--- config.mk ---
export PLATFORM = sky130hd
export DESIGN_NAME = datapath_run_ctrl_flat
export DESIGN_NICKNAME = d
export VERILOG_FILES = /design/src/rtl/datapath_run_ctrl_if.sv /design/src/rtl/datapath_run_ctrl.sv /design/src/flat_wrapper.sv
export SDC_FILE = /design/constraint.sdc
export NUM_CORES = 1
export LEC_CHECK = 0
export ABC_AREA = 1
export CAP_MARGIN = 20
export CORE_MARGIN = 2
export CORE_UTILIZATION = 49
export DETAILED_ROUTE_END_ITERATION = 7
export PLACE_DENSITY = 0.95
export SKIP_LAST_GASP = 1
export SYNTH_ARGS = -nofsm -noshare
export SYNTH_HDL_FRONTEND = slang
export SYNTH_SLANG_ARGS = --single-unit
--- constraint.sdc ---
create_clock -name clk -period 5.05 [get_ports clk]
set_input_delay 1.515 -clock clk [delete_from_list [all_inputs] [get_ports clk]]
set_output_delay 1.515 -clock clk [all_outputs]
set_load 0.02 [all_outputs]
--- src/rtl/datapath_run_ctrl_if.sv ---
// Run-control bus between a host/sequencer and datapath_run_ctrl.
//   master : drives run requests, breakpoint setup and the datapath PC
//   slave  : returns per-domain core resets, clock enable, cycle count, status
interface datapath_run_ctrl_if #(
   parameter int NUM_DOMAINS = 2,
   parameter int CNT_WIDTH   = 16,
   parameter int PC_WIDTH    = 32
);
   logic                   start;
   logic                   step_mode;
   logic                   step;
   logic                   halt_req;
   logic                   bp_en;
   logic [PC_WIDTH-1:0]    bp_addr;
   logic [PC_WIDTH-1:0]    pc_in;
   logic [NUM_DOMAINS-1:0] core_rst;
   logic                   core_en;
   logic [CNT_WIDTH-1:0]   cycle_count;
   logic                   running;
   logic                   done;
   logic                   halted_bp;

   modport master (
      output start, step_mode, step, halt_req, bp_en, bp_addr, pc_in,
      input  core_rst, core_en, cycle_count, running, done, halted_bp
   );

   modport slave (
      input  start, step_mode, step, halt_req, bp_en, bp_addr, pc_in,
      output core_rst, core_en, cycle_count, running, done, halted_bp
   );
endinterface

--- src/rtl/datapath_run_ctrl.sv ---
// Datapath run controller: releases staggered per-domain core resets after
// start, then gates the datapath clock enable for a free run or single-step
// run, stopping on cycle budget, halt request or PC breakpoint.
// Ports:
//   clk  : single clock, rising edge
//   rst  : synchronous active-high reset
//   bus  : datapath_run_ctrl_if.slave (requests in, resets/enable/status out)
//
// state   | meaning
// --------+---------------------------------------------------------------
// S_IDLE  | all core resets held, waiting for start
// S_RESET | timer counting down, core resets released domain by domain
// S_RUN   | free run, core_en every cycle unless breakpoint matches
// S_STEP  | single-step, core_en only in cycles with step asserted
// S_DONE  | run finished, count and halted_bp held for inspection
module datapath_run_ctrl #(
   parameter int NUM_DOMAINS = 2,
   parameter int RST_CYCLES  = 2,
   parameter int STAGGER     = 1,
   parameter int RUN_CYCLES  = 25,
   parameter int CNT_WIDTH   = 16,
   parameter int PC_WIDTH    = 32
) (
   input  logic                 clk,
   input  logic                 rst,
   datapath_run_ctrl_if.slave   bus
);

   typedef enum logic [2:0] {S_IDLE, S_RESET, S_RUN, S_STEP, S_DONE} state_t;

   // Timer is loaded with the total reset window and counts down to zero;
   // domain d is released once the remaining time drops to its share of
   // the stagger still owed to the higher domains.
   localparam int T_TOTAL = RST_CYCLES + (NUM_DOMAINS - 1) * STAGGER;
   localparam int TMR_W   = $clog2(T_TOTAL + 2);

   state_t                 state_q, state_d;
   logic [TMR_W-1:0]       timer_q, timer_d, timer_nxt;
   logic [NUM_DOMAINS-1:0] core_rst_q, core_rst_d;
   logic [CNT_WIDTH-1:0]   cnt_q, cnt_d, cnt_inc;
   logic                   step_mode_q, step_mode_d;
   logic                   running_q, running_d;
   logic                   done_q, done_d;
   logic                   halted_bp_q, halted_bp_d;
   logic                   bp_hit, core_en, limit_hit;

   assign bp_hit    = bus.bp_en && (bus.pc_in == bus.bp_addr);
   assign core_en   = ((state_q == S_RUN) || ((state_q == S_STEP) && bus.step)) && !bp_hit;
   assign cnt_inc   = (cnt_q == '1) ? cnt_q : cnt_q + CNT_WIDTH'(1);
   assign limit_hit = (RUN_CYCLES != 0) && core_en && (cnt_inc == CNT_WIDTH'(RUN_CYCLES));
   assign timer_nxt = (timer_q == '0) ? '0 : timer_q - TMR_W'(1);

   always_comb begin
      state_d     = state_q;
      timer_d     = timer_q;
      core_rst_d  = core_rst_q;
      cnt_d       = cnt_q;
      step_mode_d = step_mode_q;
      halted_bp_d = halted_bp_q;

      case (state_q)
         S_IDLE, S_DONE: begin
            core_rst_d = (state_q == S_IDLE) ? '1 : '0;
            if (bus.start) begin
               state_d     = S_RESET;
               timer_d     = TMR_W'(T_TOTAL);
               core_rst_d  = '1;
               cnt_d       = '0;
               halted_bp_d = 1'b0;
               step_mode_d = bus.step_mode;
            end
         end
         S_RESET: begin
            timer_d = timer_nxt;
            for (int d = 0; d < NUM_DOMAINS; d++) begin
               if (timer_nxt <= TMR_W'((NUM_DOMAINS - 1 - d) * STAGGER))
                  core_rst_d[d] = 1'b0;
            end
            if (timer_q <= TMR_W'(1)) begin
               state_d    = step_mode_q ? S_STEP : S_RUN;
               core_rst_d = '0;
            end
         end
         S_RUN, S_STEP: begin
            if (core_en)
               cnt_d = cnt_inc;
            // Limit, halt and breakpoint collapse into a single transition.
            if (limit_hit || bus.halt_req || bp_hit)
               state_d = S_DONE;
            if (bp_hit)
               halted_bp_d = 1'b1;
         end
         default: state_d = S_IDLE;
      endcase

      running_d = (state_d == S_RUN) || (state_d == S_STEP);
      done_d    = (state_d == S_DONE);
   end

   always_ff @(posedge clk) begin
      if (rst) begin
         state_q     <= S_IDLE;
         timer_q     <= '0;
         core_rst_q  <= '1;
         cnt_q       <= '0;
         step_mode_q <= 1'b0;
         running_q   <= 1'b0;
         done_q      <= 1'b0;
         halted_bp_q <= 1'b0;
      end else begin
         state_q     <= state_d;
         timer_q     <= timer_d;
         core_rst_q  <= core_rst_d;
         cnt_q       <= cnt_d;
         step_mode_q <= step_mode_d;
         running_q   <= running_d;
         done_q      <= done_d;
         halted_bp_q <= halted_bp_d;
      end
   end

   assign bus.core_rst    = core_rst_q;
   assign bus.core_en     = core_en;
   assign bus.cycle_count = cnt_q;
   assign bus.running     = running_q;
   assign bus.done        = done_q;
   assign bus.halted_bp   = halted_bp_q;

endmodule

--- src/flat_wrapper.sv ---
// flat-port wrapper written by rule: the top's interface ports become plain ports
module datapath_run_ctrl_flat 
#(
   parameter int NUM_DOMAINS = 2,
   parameter int RST_CYCLES  = 2,
   parameter int STAGGER     = 1,
   parameter int RUN_CYCLES  = 25,
   parameter int CNT_WIDTH   = 16,
   parameter int PC_WIDTH    = 32
)
  (clk, rst, bus_start, bus_step_mode, bus_step, bus_halt_req, bus_bp_en, bus_bp_addr, bus_pc_in, bus_core_rst, bus_core_en, bus_cycle_count, bus_running, bus_done, bus_halted_bp);
  datapath_run_ctrl_if #(.NUM_DOMAINS(NUM_DOMAINS), .CNT_WIDTH(CNT_WIDTH), .PC_WIDTH(PC_WIDTH)) bus_i ();
  input  logic clk;
  input  logic rst;
  input wire logic [$bits(bus_i.start)-1:0] bus_start;
  input wire logic [$bits(bus_i.step_mode)-1:0] bus_step_mode;
  input wire logic [$bits(bus_i.step)-1:0] bus_step;
  input wire logic [$bits(bus_i.halt_req)-1:0] bus_halt_req;
  input wire logic [$bits(bus_i.bp_en)-1:0] bus_bp_en;
  input wire logic [$bits(bus_i.bp_addr)-1:0] bus_bp_addr;
  input wire logic [$bits(bus_i.pc_in)-1:0] bus_pc_in;
  output wire logic [$bits(bus_i.core_rst)-1:0] bus_core_rst;
  output wire logic [$bits(bus_i.core_en)-1:0] bus_core_en;
  output wire logic [$bits(bus_i.cycle_count)-1:0] bus_cycle_count;
  output wire logic [$bits(bus_i.running)-1:0] bus_running;
  output wire logic [$bits(bus_i.done)-1:0] bus_done;
  output wire logic [$bits(bus_i.halted_bp)-1:0] bus_halted_bp;
  assign bus_i.start = bus_start;
  assign bus_i.step_mode = bus_step_mode;
  assign bus_i.step = bus_step;
  assign bus_i.halt_req = bus_halt_req;
  assign bus_i.bp_en = bus_bp_en;
  assign bus_i.bp_addr = bus_bp_addr;
  assign bus_i.pc_in = bus_pc_in;
  assign bus_core_rst = bus_i.core_rst;
  assign bus_core_en = bus_i.core_en;
  assign bus_cycle_count = bus_i.cycle_count;
  assign bus_running = bus_i.running;
  assign bus_done = bus_i.done;
  assign bus_halted_bp = bus_i.halted_bp;
  datapath_run_ctrl #(.NUM_DOMAINS(NUM_DOMAINS), .RST_CYCLES(RST_CYCLES), .STAGGER(STAGGER), .RUN_CYCLES(RUN_CYCLES), .CNT_WIDTH(CNT_WIDTH), .PC_WIDTH(PC_WIDTH)) u_core (.clk(clk), .rst(rst), .bus(bus_i));
endmodule
==> metrics <==
status=finished, final reports clean; Cell Int Power=507 µW; Req. time, crit path=3.54 ns; Antenna Nets Post-Route=0; vias after detailed routing=3,243; Placed Cells=620; FF+latch count, synth=28; leading area contributor after synthesis=dfxtp_1; Routability Congestion=0.897; kind of critical path=in2out; Post-synth EDFFs=0; logic gate share of total power=42.0%; width of the die=76.5 µm; critical path depth in cells=9; Post-synth top cells=nand2_1 (121), inv_1 (81), nor2_1 (72), nand3_1 (33), dfxtp_1 (28); Cells after Synth=462; largest net degree at the start of global routing=20; Worst-path clk slew=0.10 ns; Reg-to-Reg Start=u_core.bus.cycle_count[0]; n_diodes=0; GRT Residual Overflow=0; Hold Worst Slack=0.467 ns; DR vias/cell=5.20; slowest cell delay on critical path=0.65 ns; maximum VDD drop=0.127 mV; Fillers=440; RSZ-0062 raised after global routing=no; Buffers on Ports=92; worst path bufs/invs=3; area delta synth->final=41.0%; Synth cell types=32; antenna violations before repair=0; leakage power=1.71 nW; critical path endpoint=bus_core_en; IO Count=93; sequential share of power=35.1%; Seq/Total Area, Yosys=21.8%; multi-input logic area=0.00167 mm²; Final min period=4.93 ns; Starting Density=50.8%; worst hold-check path type=reg2reg; CP max FO=3; postcts setup bufs=0; Net Count, Synth=536; post-synthesis area per instance=5.58 µm²; Slowest-stage cell, CP=clkdlybuf4s50_1; HPWL after DPL=6390 µm; top post-synthesis cells by area=dfxtp_1 (22%), nand2_1 (18%), inv_1 (12%); die area=0.00585 mm²; worst setup path start=bus_pc_in[25]; PD cells=222 mW/mm²; number of global-route vias before repair=3,105; clock latency on the worst-skew pair=0.29 ns; CTS tree=done; asr flop ratio synth=0%; Rows=26; ys flop type=dfxtp_1; synthesized area=0.00258 mm²; Slew headroom=64.2%; crit start category=primary input; slew of the pin with the lowest slew margin=0.537 ns; path depth of the worst reg2reg path=13; max-cap violation count=0; Worst setup EP type=output port; GRT Overall Usage=26.8%; final slew viol count=0; CTS sink cnt=28; H-tree depth=1; FF-to-FF setup slack=2.82 ns; Finished Layout Cells=624; first-pass GRT wire length=13,200 µm; Nets=629; setup ws final=0.120 ns; PostCTS Resize Cnt=0; max frequency=0.203 GHz; CP cell instances=clkdlybuf4s50_1 > inv_1 > or2_2 > nand3_1 > nor2_1 > nand3_1 > nor2_2 > nor2_2 > clkdlybuf4s50_1; Iter 0 DRT Violations=216; top-area cell type share of the netlist area=21.8%; sw power=299 µW; top-count cell post-synth=nand2_1; clock buffer depth=2; die height=76.5 µm; routed wire length=7860 µm; Tcrit/Tclk final=97.6%; total negative slack=0 ns; sequential cell area=561 µm²; Setup Viol. Count Final=0; 1st-pass router iterations=5; root buffer cell=clkbuf_8; share of layout cells above drive strength 1=4.69%; switching share of power=37.1%; DR WL/cell=12.6 µm; Top Family by Delay on Critical Path=buffers and inverters; skew final=0.00961 ns; Synth Warn #=0; CP arrival=3.42 ns; worst slack at placement=0.128 ns; Hold Vio Cnt, Final=0; core area=0.00507 mm²; Reg-to-Reg End=u_core.bus.running; total CTS buffers=3; DRC viols=0; hold buffer count at CTS=0; clock share of power=22.9%
==> area by class of cell <==
type	count	share of cell area (%)
timing repair buffer	93	25.6
tap	70	2.41
sequential	28	15.4
multi-input combinational	346	46.1
clock buffer	3	1.14
inverter	83	8.58
clock inverter	1	0.827
==> how the worst min path moves through the flow <==
stage | cells past startpoint | startpoint | slack, ns | endpoint
after floorplan | 2 | u_core.step_mode_q | 0.44 | u_core.step_mode_q
after detailed placement | 2 | u_core.bus.core_rst[1] | 0.46 | u_core.bus.core_rst[1]
after global routing | 2 | u_core.bus.core_rst[1] | 0.48 | u_core.bus.core_rst[1]
after CTS | 2 | u_core.bus.core_rst[1] | 0.47 | u_core.bus.core_rst[1]
after global placement | 2 | u_core.bus.core_rst[1] | 0.44 | u_core.bus.core_rst[1]
final | 2 | u_core.bus.core_rst[1] | 0.47 | u_core.bus.core_rst[1]
==> layout by cell type (no fill, tap or decap) <==
| master | synthesis | layout |
|---|---|---|
| nand2_1 | 121 | 121 |
| clkdlybuf4s50_1 | 0 | 92 |
| inv_1 | 81 | 81 |
| nor2_1 | 72 | 72 |
| nand3_1 | 33 | 33 |
| dfxtp_1 | 28 | 28 |
| a21oi_1 | 25 | 25 |
| o21ai_0 | 23 | 23 |
| nand4_1 | 15 | 15 |
| xnor2_1 | 9 | 9 |
| o21ai_1 | 8 | 8 |
| nor3_1 | 7 | 7 |
| nor2_4 | 4 | 4 |
| nor2_2 | 4 | 4 |
| or2_2 | 3 | 3 |
| nand2_2 | 3 | 3 |
| xor2_1 | 3 | 3 |
| ha_1 | 3 | 3 |
| clkbuf_8 | 0 | 3 |
| nand3b_1 | 2 | 2 |
| inv_2 | 2 | 2 |
| nand3_2 | 2 | 2 |
| and3_1 | 2 | 2 |
| nand2_4 | 1 | 1 |
| nor2_8 | 1 | 1 |
| a211oi_1 | 1 | 1 |
| a31oi_1 | 1 | 1 |
| xor2_2 | 1 | 1 |
| and2_1 | 1 | 1 |
| o311ai_0 | 1 | 1 |
| bufinv_16 | 0 | 1 |
| buf_4 | 1 | 1 |
==> metrics by stage <==
step | total power [mW] | utilization (%) | area (µm²)
floorplan | 0.476 | - | 2580
global placement | 0.609 | 70.2 | 3560
detailed placement | 0.619 | 70.2 | 3560
CTS | 0.802 | 71.6 | 3630
global route | 0.858 | 71.6 | 3630
finish | 0.806 | 71.6 | 3630
==> worst register-to-register path: stages (launching register included) <==
cell and delay [ns]:
dfxtp_1 0.47, ha_1 0.27, nand2_2 0.09, nor2_4 0.16, nand2_4 0.11, nor2_8 0.18, inv_2 0.13, nand3_1 0.18
nor2_1 0.09, nand2_1 0.08, nor2_1 0.05, nand3_2 0.09, nand3_2 0.07, a21oi_1 0.18
==> kinds of logic after synthesis <==
family	count (synthesis)	synth area share (%)
buffers and inverters	88	13.3
adder cells (fa/ha/maj)	3	1.46
AO/OA/AOI/OAI	59	11.8
AND/OR/NAND/NOR	271	47.0
XOR/XNOR	13	4.71
flip-flops	28	21.8
==> sequential cells by signal (all words and copies together), names as in the netlist <==
signal and cells:
u_core.bus.cycle_count 16, u_core.bus.done 1, u_core.bus.core_rst 2, u_core.state_q 3
u_core.timer_q 3, u_core.bus.running 1, u_core.step_mode_q 1, u_core.bus.halted_bp 1
==> per-layer routing <==
| metal | global-route usage, % | up-vias | part of all wire (%) |
|---|---|---|---|
| met5 | 0 | - | 0 |
| met4 | 11.8 | 0 | 3.0 |
| met3 | 4.50 | 31 | 6.5 |
| met2 | 50.7 | 150 | 52 |
| met1 | 28.9 | 1426 | 39 |
| li1 | - | 1636 | - |
==> power groups by stage <==
stage	Sequential (mW)	Combinational, mW	Clock [mW]
floorplan	0.304	0.172	0
global placement	0.286	0.324	0
detailed placement	0.287	0.332	0
CTS	0.282	0.335	0.186
global route	0.288	0.375	0.195
finish	0.283	0.338	0.185
Power figures use the tool's default switching activity.
==> edit 1 (config.mk and constraints unchanged) <==
Encoding of `state_t`: now one-hot (5 bits for 5 states).
--- a/src/rtl/datapath_run_ctrl.sv
+++ b/src/rtl/datapath_run_ctrl.sv
@@ -27,5 +27,5 @@
 );
 
-   typedef enum logic [2:0] {S_IDLE, S_RESET, S_RUN, S_STEP, S_DONE} state_t;
+   typedef enum logic [4:0] {S_IDLE = 5'b00001, S_RESET = 5'b00010, S_RUN = 5'b00100, S_STEP = 5'b01000, S_DONE = 5'b10000} state_t;
 
    // Timer is loaded with the total reset window and counts down to zero;
Behaviour: same outputs for any inputs over 10 cycles, from zero or initial values and one cycle with rst high; not proved beyond that.
==> edit 1 against the original RTL <==
Wire length down 12%. Sequential cell count grew 2. Via count shrank 6.7%. Final area fell by 1.9%. Total power increased by 2.0%. Worst setup slack better by 0.046 ns. Synthesized area fell by 4.1%.
==> edit 1: results (changes against the original RTL) <==
Synth area leaders dfxtp_1 (24%), nand2_1 (19%), inv_1 (11%), nor2_1 (9.4%), nand3_1 (6.3%); GPL Wtd Cong 0.915 (+2.0%); Post-Place Worst Slack 0.163 ns (+0.0355 ns); Inserted Clock Buffers 5 (+2); share of cells above drive strength 1 0.0645 (+0.0176); vias after detailed routing 3026 (-6.7%); status complete, no violations; total routed wirelength 6.91 mm (-12%); Mapped Cells 433 (-6.3%); CP max FO 2 (-1); Leakage Power 0.00166 uW (-2.7%); Post-synth top cells nand2_1 (124), inv_1 (72), nor2_1 (62); Syn Nets 507 (-5.4%); Clk pin slew, worst setup/hold paths 0.06 ns (-0.04 ns); fill count 378 (-14%); Compound-Gate Fraction of Synth Area 0.125 (+0.00702); vias in the first global route 2791 (-10%); skew final 0.0119 ns (+0.00226 ns); worst reg2reg path depth 14 (+1); maximum level of the CTS H-tree 2 (+1); actual slew at the worst max-slew pin 1.06 ns (+0.527 ns); peak supply drop 0.000151 V (+19%); sequential-to-total area share from yosys stat 0.243 (+0.0255); Initial DRC Count 257 (+19%); post-detail-place hpwl 5.45 mm (-15%); CP arrival 3.37 ns (-0.05 ns); largest net degree at the start of global routing 28 (+40%); final net count 600 (-4.6%); Placement Cell Area 0.00342 sq mm (-3.9%); post-synth cell types 34 (+6.3%); placed cell count 586 (-5.5%)
## edit 1: worst max-delay path, stage by stage
cell and delay, ns:
clkdlybuf4s50_1 0.46, inv_1 0.05, or2_2 0.27, nand2_1 0.05, nand3b_1 0.11, nor2_1 0.05
nand3_1 0.09, nand2_1 0.09, inv_2 0.07, clkdlybuf4s50_1 0.59
## edit 1: layout make-up
class | instances | share of cell area
well taps | 67 | 0.0235
flip-flops and latches | 30 | 0.168
clock inverters | 2 | 0.0168
clock buffers | 6 | 0.0232
inverters | 78 | 0.0821
repair buffers | 93 | 0.260
multi-input cells | 318 | 0.425
## edit 1: how the worst max path moves through the flow
stage                   startpoint           to  slack (ns)  cells past startpoint
global placement     bus_pc_in[11]  bus_core_en        0.20                     10
floorplan            bus_pc_in[11]  bus_core_en        1.20                      8
CTS                 bus_bp_addr[9]  bus_core_en        0.16                     10
global route         bus_pc_in[24]  bus_core_en        0.03                     11
finish              bus_bp_addr[9]  bus_core_en        0.17                     10
detailed placement  bus_bp_addr[9]  bus_core_en        0.16                     10
## edit 1: logic make-up after synthesis
group / count (synthesis)
adders and majority gates: 3
AOI/OAI and AO/OA: 55
xor gates and xnor gates: 10
DFF: 30
buffers and inverters: 85
and+or+nand+nor: 250
## edit 1: metal layers
| metal | routed length (microns) | part of all wire | GRT usage | up-vias |
|---|---|---|---|---|
| met3 | 430 | 0.062 | 0.0616 | 16 |
| met1 | 2660 | 0.39 | 0.278 | 1330 |
| met5 | 0 | 0 | 0 | - |
| met4 | 116 | 0.017 | 0.0813 | 0 |
| li1 | - | - | - | 1544 |
| met2 | 3700 | 0.54 | 0.502 | 136 |
## edit 1: per-stage QoR
stage | utilization | power [uW]
final | 0.745 | 822
after global routing | 0.745 | 866
after CTS | 0.745 | 822
after detailed placement | 0.715 | 517
after global placement | 0.715 | 508
after floorplan | - | 411
## edit 1: power by group through the flow
stage / registers, uW / clock network [uW] / logic (uW)
after floorplan: 294 / 0 / 116
after global placement: 282 / 0 / 226
after detailed placement: 283 / 0 / 234
after CTS: 278 / 307 / 237
after global routing: 281 / 320 / 265
final: 279 / 305 / 238
==> edit 2 (same flow settings) <==
Made on the original files. `CNT_WIDTH` is set to 16 in 3 places; all go to 32.
--- a/src/rtl/datapath_run_ctrl_if.sv
+++ b/src/rtl/datapath_run_ctrl_if.sv
@@ -4,5 +4,5 @@
 interface datapath_run_ctrl_if #(
    parameter int NUM_DOMAINS = 2,
-   parameter int CNT_WIDTH   = 16,
+   parameter int CNT_WIDTH   = 32,
    parameter int PC_WIDTH    = 32
 );
--- a/src/rtl/datapath_run_ctrl.sv
+++ b/src/rtl/datapath_run_ctrl.sv
@@ -19,5 +19,5 @@
    parameter int STAGGER     = 1,
    parameter int RUN_CYCLES  = 25,
-   parameter int CNT_WIDTH   = 16,
+   parameter int CNT_WIDTH   = 32,
    parameter int PC_WIDTH    = 32
 ) (
--- a/src/flat_wrapper.sv
+++ b/src/flat_wrapper.sv
@@ -6,5 +6,5 @@
    parameter int STAGGER     = 1,
    parameter int RUN_CYCLES  = 25,
-   parameter int CNT_WIDTH   = 16,
+   parameter int CNT_WIDTH   = 32,
    parameter int PC_WIDTH    = 32
 )
Ports: changed (resized bus_cycle_count); port bits go from 93 to 109. The function was not compared with the original's and may differ.
==> edit 2 against the original RTL <==
Synthesized area rose by 43%. Clock skew shrank 0.0051 ns. Final area is 35% higher. Register-to-register slack got worse by 0.56 ns. Sequential cell count grew 16. Wire length up 54%. Total power rose by 48%. First-iteration DRC count is 65% higher. Global-route usage is 2.9 points higher. Sequential share of layout area up 2.5 points. Worst setup slack better by 0.016 ns. Largest power group unchanged.
==> edit 2: results (changes against the original RTL) <==
share of cells above drive strength 1 0.0353 (-0.0116); final net count 837 (+33%); Clk pin slew, worst setup/hold paths 0.09 ns; DR vias/cell 5.34 (+2.7%); peak supply drop 0.000178 V (+40%); All-Layer GR Usage 0.297 (+0.0289); Initial DRC Count 357 (+65%); Worst R2R Start u_core.bus.cycle_count[0]; status complete, no violations; skew final 0.00455 ns (-0.00505 ns); Synth area leaders dfxtp_1 (24%), nand2_1 (20%), nor2_1 (12%), inv_1 (9.3%), a21oi_1 (5.6%); GPL Wtd Cong 0.937 (+4.5%); Net Sw Frac 0.400 (+0.0283); maximum level of the CTS H-tree 2 (+1); r2r setup slk 2.26 ns (-0.56 ns); asr flop ratio synth 0 (unchanged); Syn Nets 736 (+37%); hold wc startpoint u_core.bus.core_rst[1]; CTS max path bufs 2 (unchanged); Yosys Warn Count 0 (unchanged); CP max FO 2 (-1); vias in the first global route 4510 (+45%); sequential-to-total area share from yosys stat 0.240 (+0.0222); total routed wirelength 12.1 mm (+54%); Inserted Clock Buffers 5 (+2); slowest stage delay, CP 0.55 ns (-0.10 ns); CP arrival 3.40 ns (-0.02 ns); postcts setup bufs 0 (unchanged); Post-synth top cells nand2_1 (194), nor2_1 (122), inv_1 (91); Leakage Power 0.00222 uW (+30%); largest net degree at the start of global routing 36 (+80%); worst min-delay path class reg -> reg; Rel. slew slack 0.436 (-0.206); post-synth cell types 32 (unchanged); post-cts repair resize count 0 (unchanged); worst skew pair latency 0.30 ns; port bufs 108 (+17%); worst reg2reg path depth 12 (-1); Largest register FFs 32 (+16); first-pass GRT wire length 20.2 mm (+54%); Antenna diodes 0 (unchanged); Hold-fix buffers, CTS 0 (unchanged); hold endpoint u_core.bus.core_rst[1]; Worst Setup SP bus_bp_addr[23]; initial antenna violation count 0 (unchanged); Placement Cell Area 0.00482 sq mm (+35%); reg2reg end u_core.bus.running; post-detail-place hpwl 9.58 mm (+50%)
edit 2: power by group through the flow:
stage / logic (uW) / clock network (uW) / registers [uW]
2_1_floorplan: 248 / 0 / 485
3_3_place_gp: 472 / 0 / 455
3_5_place_dp: 487 / 0 / 458
4_1_cts: 489 / 248 / 449
5_1_grt: 546 / 262 / 459
6_report: 495 / 247 / 452
edit 2: metal layers:
metal | vias up | track usage | share of wire
li1 | 2280 | - | -
met1 | 2079 | 0.359 | 0.41
met2 | 214 | 0.514 | 0.48
met3 | 35 | 0.0618 | 0.080
met4 | 0 | 0.114 | 0.026
met5 | - | 0 | 0
edit 2: cells by family (layout without fill, tap and decap cells):
kind of cell	count (synthesis)	after routing	share of synthesized area
and+or+nand+nor	386	386	0.441
DFF	44	44	0.240
buffers and inverters	113	215	0.119
xor gates and xnor gates	21	21	0.0501
AOI/OAI and AO/OA	95	95	0.140
adders and majority gates	3	3	0.0102
edit 2: layout make-up:
type                            count  area (sq um)
Multi-Input combinational cell    505          2350
Clock buffer                        6          82.6
Clock inverter                      2          15.0
Sequential cell                    44           881
Timing Repair Buffer              111          1100
Inverter                           96           360
Tap cell                           99           124
Fill cell                         669          2330
edit 2: stage by stage:
step	instances	hold slack, ns	worst slack (ns)
after floorplan	662	0.442	1.29
after global placement	855	0.444	0.152
after detailed placement	855	0.454	0.134
after CTS	863	0.466	0.124
after global routing	863	0.501	0.00217
final	863	0.462	0.135
edit 2: worst max-delay path: cells and delay by family:
family / cells / cell delay (ns)
buf+inv: 5 / 1.19
simple gates: 8 / 0.69
edit 2: worst max-delay path by stage:
| stage | slack [ns] | cells after the start | end |
|---|---|---|---|
| after floorplan | 1.29 | 8 | bus_core_en |
| after global placement | 0.15 | 13 | bus_core_en |
| after detailed placement | 0.13 | 13 | bus_core_en |
| after CTS | 0.12 | 13 | bus_core_en |
| after global routing | 0.002 | 13 | bus_core_en |
| final | 0.14 | 13 | bus_core_en |
